==> src/rtl/alu_issue_stage.sv <==
// Two-stage issue/retire wrapper around a combinational N-bit ALU: decodes the
// ALU control code, adds SLT and signed overflow, and registers the result.

module n_bit_ALU #(
  parameter int N = 64
) (
  input  logic         ainvert,
  input  logic         binvert,
  input  logic         cin,
  input  logic [1:0]   op,
  input  logic [N-1:0] a,
  input  logic [N-1:0] b,
  output logic [N-1:0] result
);
  logic [N-1:0] a_eff;
  logic [N-1:0] b_eff;
  logic [N-1:0] and_bits;
  logic [N-1:0] or_bits;
  logic [N-1:0] sum_bits;

  genvar gi;
  generate
    for (gi = 0; gi < N; gi++) begin : g_slice
      assign a_eff[gi]    = a[gi] ^ ainvert;
      assign b_eff[gi]    = b[gi] ^ binvert;
      assign and_bits[gi] = a_eff[gi] & b_eff[gi];
      assign or_bits[gi]  = a_eff[gi] | b_eff[gi];
    end
  endgenerate

  assign sum_bits = a_eff + b_eff + {{(N-1){1'b0}}, cin};

  always_comb begin
    result = '0;
    case (op)
      2'b00:   result = and_bits;
      2'b01:   result = or_bits;
      2'b10:   result = sum_bits;
      default: result = '0;
    endcase
  end
endmodule

module alu_issue_stage #(
  parameter int N = 64
) (
  input  logic         clk,
  input  logic         reset,
  input  logic         in_valid,
  output logic         in_ready,
  input  logic [3:0]   in_ctl,
  input  logic [N-1:0] in_a,
  input  logic [N-1:0] in_b,
  output logic         out_valid,
  input  logic         out_ready,
  output logic [N-1:0] out_result,
  output logic         out_zero,
  output logic         out_ovf,
  output logic         out_illegal
);
  localparam logic [3:0] CTL_AND  = 4'b0000;
  localparam logic [3:0] CTL_OR   = 4'b0001;
  localparam logic [3:0] CTL_ADD  = 4'b0010;
  localparam logic [3:0] CTL_SUB  = 4'b0110;
  localparam logic [3:0] CTL_SLT  = 4'b0111;
  localparam logic [3:0] CTL_NOR  = 4'b1100;
  localparam logic [3:0] CTL_NAND = 4'b1101;

  logic         dec_ainv, dec_binv, dec_cin, dec_illegal;
  logic [1:0]   dec_op;

  logic         s1_valid_reg;
  logic [3:0]   s1_ctl_reg;
  logic [N-1:0] s1_a_reg, s1_b_reg;
  logic         s1_ainv_reg, s1_binv_reg, s1_cin_reg, s1_illegal_reg;
  logic [1:0]   s1_op_reg;

  logic         s2_valid_reg;
  logic [N-1:0] s2_result_reg;
  logic         s2_zero_reg, s2_ovf_reg, s2_illegal_reg;

  logic [N-1:0] alu_result;
  logic [N-1:0] s2_result_next;
  logic         s2_zero_next, s2_ovf_next;
  logic         ovf_add, ovf_sub;
  logic         s1_adv, s2_adv;

  always_comb begin
    dec_ainv    = 1'b0;
    dec_binv    = 1'b0;
    dec_cin     = 1'b0;
    dec_op      = 2'b00;
    dec_illegal = 1'b0;
    case (in_ctl)
      CTL_AND:  dec_op = 2'b00;
      CTL_OR:   dec_op = 2'b01;
      CTL_ADD:  dec_op = 2'b10;
      CTL_SUB, CTL_SLT: begin
        dec_binv = 1'b1;
        dec_cin  = 1'b1;
        dec_op   = 2'b10;
      end
      CTL_NOR: begin
        dec_ainv = 1'b1;
        dec_binv = 1'b1;
        dec_op   = 2'b00;
      end
      CTL_NAND: begin
        dec_ainv = 1'b1;
        dec_binv = 1'b1;
        dec_op   = 2'b01;
      end
      default:  dec_illegal = 1'b1;
    endcase
  end

  // in_ready looks through both stages so a full pipe can refill on the retire edge.
  assign s2_adv   = !s2_valid_reg || out_ready;
  assign s1_adv   = !s1_valid_reg || s2_adv;
  assign in_ready = s1_adv;

  always_ff @(posedge clk) begin
    if (reset) begin
      s1_valid_reg   <= 1'b0;
      s1_ctl_reg     <= '0;
      s1_a_reg       <= '0;
      s1_b_reg       <= '0;
      s1_ainv_reg    <= 1'b0;
      s1_binv_reg    <= 1'b0;
      s1_cin_reg     <= 1'b0;
      s1_op_reg      <= 2'b00;
      s1_illegal_reg <= 1'b0;
    end else begin
      if (s1_adv) s1_valid_reg <= in_valid;
      if (in_valid && s1_adv) begin
        s1_ctl_reg     <= in_ctl;
        s1_a_reg       <= in_a;
        s1_b_reg       <= in_b;
        s1_ainv_reg    <= dec_ainv;
        s1_binv_reg    <= dec_binv;
        s1_cin_reg     <= dec_cin;
        s1_op_reg      <= dec_op;
        s1_illegal_reg <= dec_illegal;
      end
    end
  end

  n_bit_ALU #(.N(N)) u_alu (
    .ainvert (s1_ainv_reg),
    .binvert (s1_binv_reg),
    .cin     (s1_cin_reg),
    .op      (s1_op_reg),
    .a       (s1_a_reg),
    .b       (s1_b_reg),
    .result  (alu_result)
  );

  assign ovf_add = (s1_a_reg[N-1] == s1_b_reg[N-1]) && (alu_result[N-1] != s1_a_reg[N-1]);
  assign ovf_sub = (s1_a_reg[N-1] != s1_b_reg[N-1]) && (alu_result[N-1] != s1_a_reg[N-1]);

  always_comb begin
    s2_result_next = alu_result;
    s2_ovf_next    = 1'b0;
    if (s1_illegal_reg) begin
      s2_result_next = '0;
    end else if (s1_ctl_reg == CTL_SLT) begin
      // Sign of the difference, corrected when the subtraction overflowed.
      s2_result_next = {{(N-1){1'b0}}, alu_result[N-1] ^ ovf_sub};
    end else if (s1_ctl_reg == CTL_ADD) begin
      s2_ovf_next = ovf_add;
    end else if (s1_ctl_reg == CTL_SUB) begin
      s2_ovf_next = ovf_sub;
    end
    s2_zero_next = (s2_result_next == '0);
  end

  always_ff @(posedge clk) begin
    if (reset) begin
      s2_valid_reg   <= 1'b0;
      s2_result_reg  <= '0;
      s2_zero_reg    <= 1'b0;
      s2_ovf_reg     <= 1'b0;
      s2_illegal_reg <= 1'b0;
    end else begin
      if (s2_adv) s2_valid_reg <= s1_valid_reg;
      if (s1_valid_reg && s2_adv) begin
        s2_result_reg  <= s2_result_next;
        s2_zero_reg    <= s2_zero_next;
        s2_ovf_reg     <= s2_ovf_next;
        s2_illegal_reg <= s1_illegal_reg;
      end
    end
  end

  assign out_valid   = s2_valid_reg;
  assign out_result  = s2_result_reg;
  assign out_zero    = s2_zero_reg;
  assign out_ovf     = s2_ovf_reg;
  assign out_illegal = s2_illegal_reg;
endmodule
==> config.mk <==
export PLATFORM = sky130hd
export DESIGN_NAME = alu_issue_stage
export DESIGN_NICKNAME = d
export VERILOG_FILES = /design/src/rtl/alu_issue_stage.sv
export SDC_FILE = /design/constraint.sdc
export NUM_CORES = 1
export LEC_CHECK = 0
export BUFFER_PORTS_ARGS = -buffer_cell sky130_fd_sc_hd__buf_2
export CAP_MARGIN = 25
export CORE_MARGIN = 2
export CORE_UTILIZATION = 30
export DETAILED_ROUTE_END_ITERATION = 6
export GPL_ROUTABILITY_DRIVEN = 0
export PLACE_DENSITY = 0.43
export SYNTH_ARGS = -nofsm -noshare
export SYNTH_HDL_FRONTEND = slang
export SYNTH_SLANG_ARGS = --single-unit
==> constraint.sdc <==
create_clock -name clk -period 8.8 [get_ports clk]
set_input_delay 0.88 -clock clk [delete_from_list [all_inputs] [get_ports clk]]
set_output_delay 0.88 -clock clk [all_outputs]
set_load 0.02 [all_outputs]
==> reports/summary.txt <==
status - completed
crit end category - register
GRT Util Overall - 21.1%
core area - 50100 µm²
R2R Path Start - s1_ainv_reg
DR WL/cell - 19.6 µm
TritonCTS clock tree - done
critical setup path kind - reg -> reg
Post-Syn Area - 15200 µm²
final net count - 2498
Switching Fraction - 34.2%
combinational share of power - 26.0%
max-slew violations - 0
first-pass GRT wire length - 87100 µm
drt first-iter violations - 956
Hold Crit Start - out_result[0]
top-area cell type share of the netlist area - 27.3%
Period minus WS final - 5470 ps
CTS root buffer - clkbuf_16
critical path required time - 9260 ps
Syn Area/Cell - 7.13 µm²
hpwl dp - 44000 µm
detail-routed via count per cell - 5.14
# rows - 82
latest clock arrival within the worst-skew pair - 560 ps
post-synthesis sequential area ratio - 27.3%
Unique masters post-synth - 76
CTS sink count - 207
Top FF cell, synth - dfxtp_1
Ports - 205
cts hold-fix bufs - 0
Die Span Y - 229 µm
clock power share - 37.9%
ys async rst share - 0%
Internal Power - 1.89 mW
dpl cell area - 16600 µm²
main combinational cell family by area after synthesis - compound AO/OA/AOI/OAI gates
compound-cell area share of the yosys netlist - 22.9%
die width - 229 µm
crit start category - register
post-layout instance area - 17500 µm²
Routed WL - 57200 µm
Adder-Cell Fraction of Synth Area - 10.8%
hold crit path type - reg -> reg
Syn. warnings - 0
Synth Area in Simple Gates - 20.8%
largest net degree at the start of global routing - 73
post-synth top area cell - dfxtp_1
Hold Fails Final Rpt - 0
Leak - 7.71 nW
vias in the first global route - 14600
Num CTS Buffers - 25
Remaining DRCs - 0
1st-pass router iterations - 7
crit path DAT - 5930 ps
Final Setup Violations - 0
Yosys reg bits - 207
CTS resizes - 0
Post-DRT Antenna Nets - 0
max frequency - 0.183 GHz
DIE AREA - 52500 µm²
top post-synthesis cells by area - dfxtp_1, ha_1, nand2_1
pin slew with the least headroom to its limit - 928 ps
Post-CTS Setup Inserts - 0
setup TNS - 0 ps
H-tree depth - 1
mux contribution to synthesized area - 0.198%
top-count cell post-synth - nand2_1
NetSw - 980 µW
Worst slew margin - 37.9%
crit-path max FO - 43
GR Overflow Total - 0
Commonest cells post-synth - nand2_1, a21oi_1, dfxtp_1
post-synthesis xor/xnor area fraction - 10.6%
Final period util - 62.1%
Final Core Density - 34.9%
Layout Skew - 22.5 ps
clk buf depth - 3
critical path startpoint - s1_ainv_reg
Seq pwr share - 36.2%
Initial Util - 30.3%
maxcap violations - 0
Buffers on Ports - 204
layout cells sized above 1 - 13.1%
maximum vdd drop - 139 µV
Clock transition at path regs - 60 ps
syn nets - 2396
unrepaired setup endpoints after global routing - no
initial antenna violation count - 1
P per Cell Area - 164 nW/µm²
Vias - 15000
Post-Synthesis Cells - 2130
Post-synth EDFFs - 0
area grow syn2layout - 15.1%
## cells in the final DEF (no fill, tap or decap), types with 6 or more instances in the layout
cell,count
nand2_1,404
a21oi_1,283
dfxtp_1,204
buf_2,203
nor2_1,173
xor2_1,152
inv_1,146
ha_1,128
o21ai_0,91
nand4_1,49
a211oi_1,47
xnor2_1,32
nand3_1,25
clkbuf_16,25
nor3_1,24
o22ai_1,23
a21o_1,18
buf_4,16
a22oi_1,12
o211ai_1,11
nor4_1,10
a31oi_1,9
nor2b_1,8
o21a_1,8
o21bai_1,8
o31ai_1,8
a221oi_1,6
## path summary, 6_finish.rpt
kind / endpoint / slack (ps) / cells after the start
min reg2reg: out_result[0] / 450 / 2
max: out_zero / 3330 / 16
max reg2reg: out_zero / 3330 / 16
min: out_result[0] / 450 / 2
## stage by stage
stage	total power [mW]	setup slack [ps]	hold slack (ps)	instances
5_1_grt	3.02	2980	477	2920
4_1_cts	2.90	3360	455	2920
2_1_floorplan	1.55	4030	444	2130
3_5_place_dp	1.79	3390	447	2877
6_report	2.87	3330	452	2921
3_3_place_gp	1.79	3480	445	2877
## critical path: stages, from the launching register on
cell	delay, ps
dfxtp_4	840
xor2_1	320
fa_1	270
inv_1	60
fa_1	370
nor2b_1	230
o2111ai_1	260
a2111oi_0	820
nor3_1	180
o31ai_1	380
xor2_1	150
a2111o_1	430
nor4_1	300
nand4_1	170
nor4_2	270
nand3_1	100
o31ai_1	230
## routing by layer
metal | wire [µm] | GRT usage, %
met5 | 0 | 0
met4 | 1450 | 5.13
met3 | 3140 | 2.38
met2 | 26000 | 35.0
met1 | 26600 | 29.2
## area by class of cell
type,count,area [µm²]
Fill cell,5569,32600
Tap cell,672,841
Clock buffer,31,698
Sequential cell,207,4160
Timing Repair Buffer,220,1150
Inverter,146,548
Multi-Input combinational cell,1632,9940
Antenna cell,1,2.50
Clock inverter,12,151
## logic make-up (layout without fill, tap and decap cells)
group | Yosys count | count (layout)
AND/OR/NAND/NOR | 736 | 736
AO/OA/AOI/OAI | 579 | 579
buffers and inverters | 291 | 409
flip-flops | 207 | 207
XOR/XNOR | 184 | 184
adder cells (fa/ha/maj) | 130 | 130
multiplexers | 3 | 3
other | 0 | 1
## power by group through the flow
stage | Clock [mW] | Combinational, mW | Sequential (mW)
2_1_floorplan | 0 | 0.499 | 1.06
3_3_place_gp | 0 | 0.732 | 1.06
3_5_place_dp | 0 | 0.735 | 1.06
4_1_cts | 1.12 | 0.740 | 1.04
5_1_grt | 1.15 | 0.821 | 1.04
6_report | 1.09 | 0.744 | 1.04
Power figures use the tool's default switching activity.
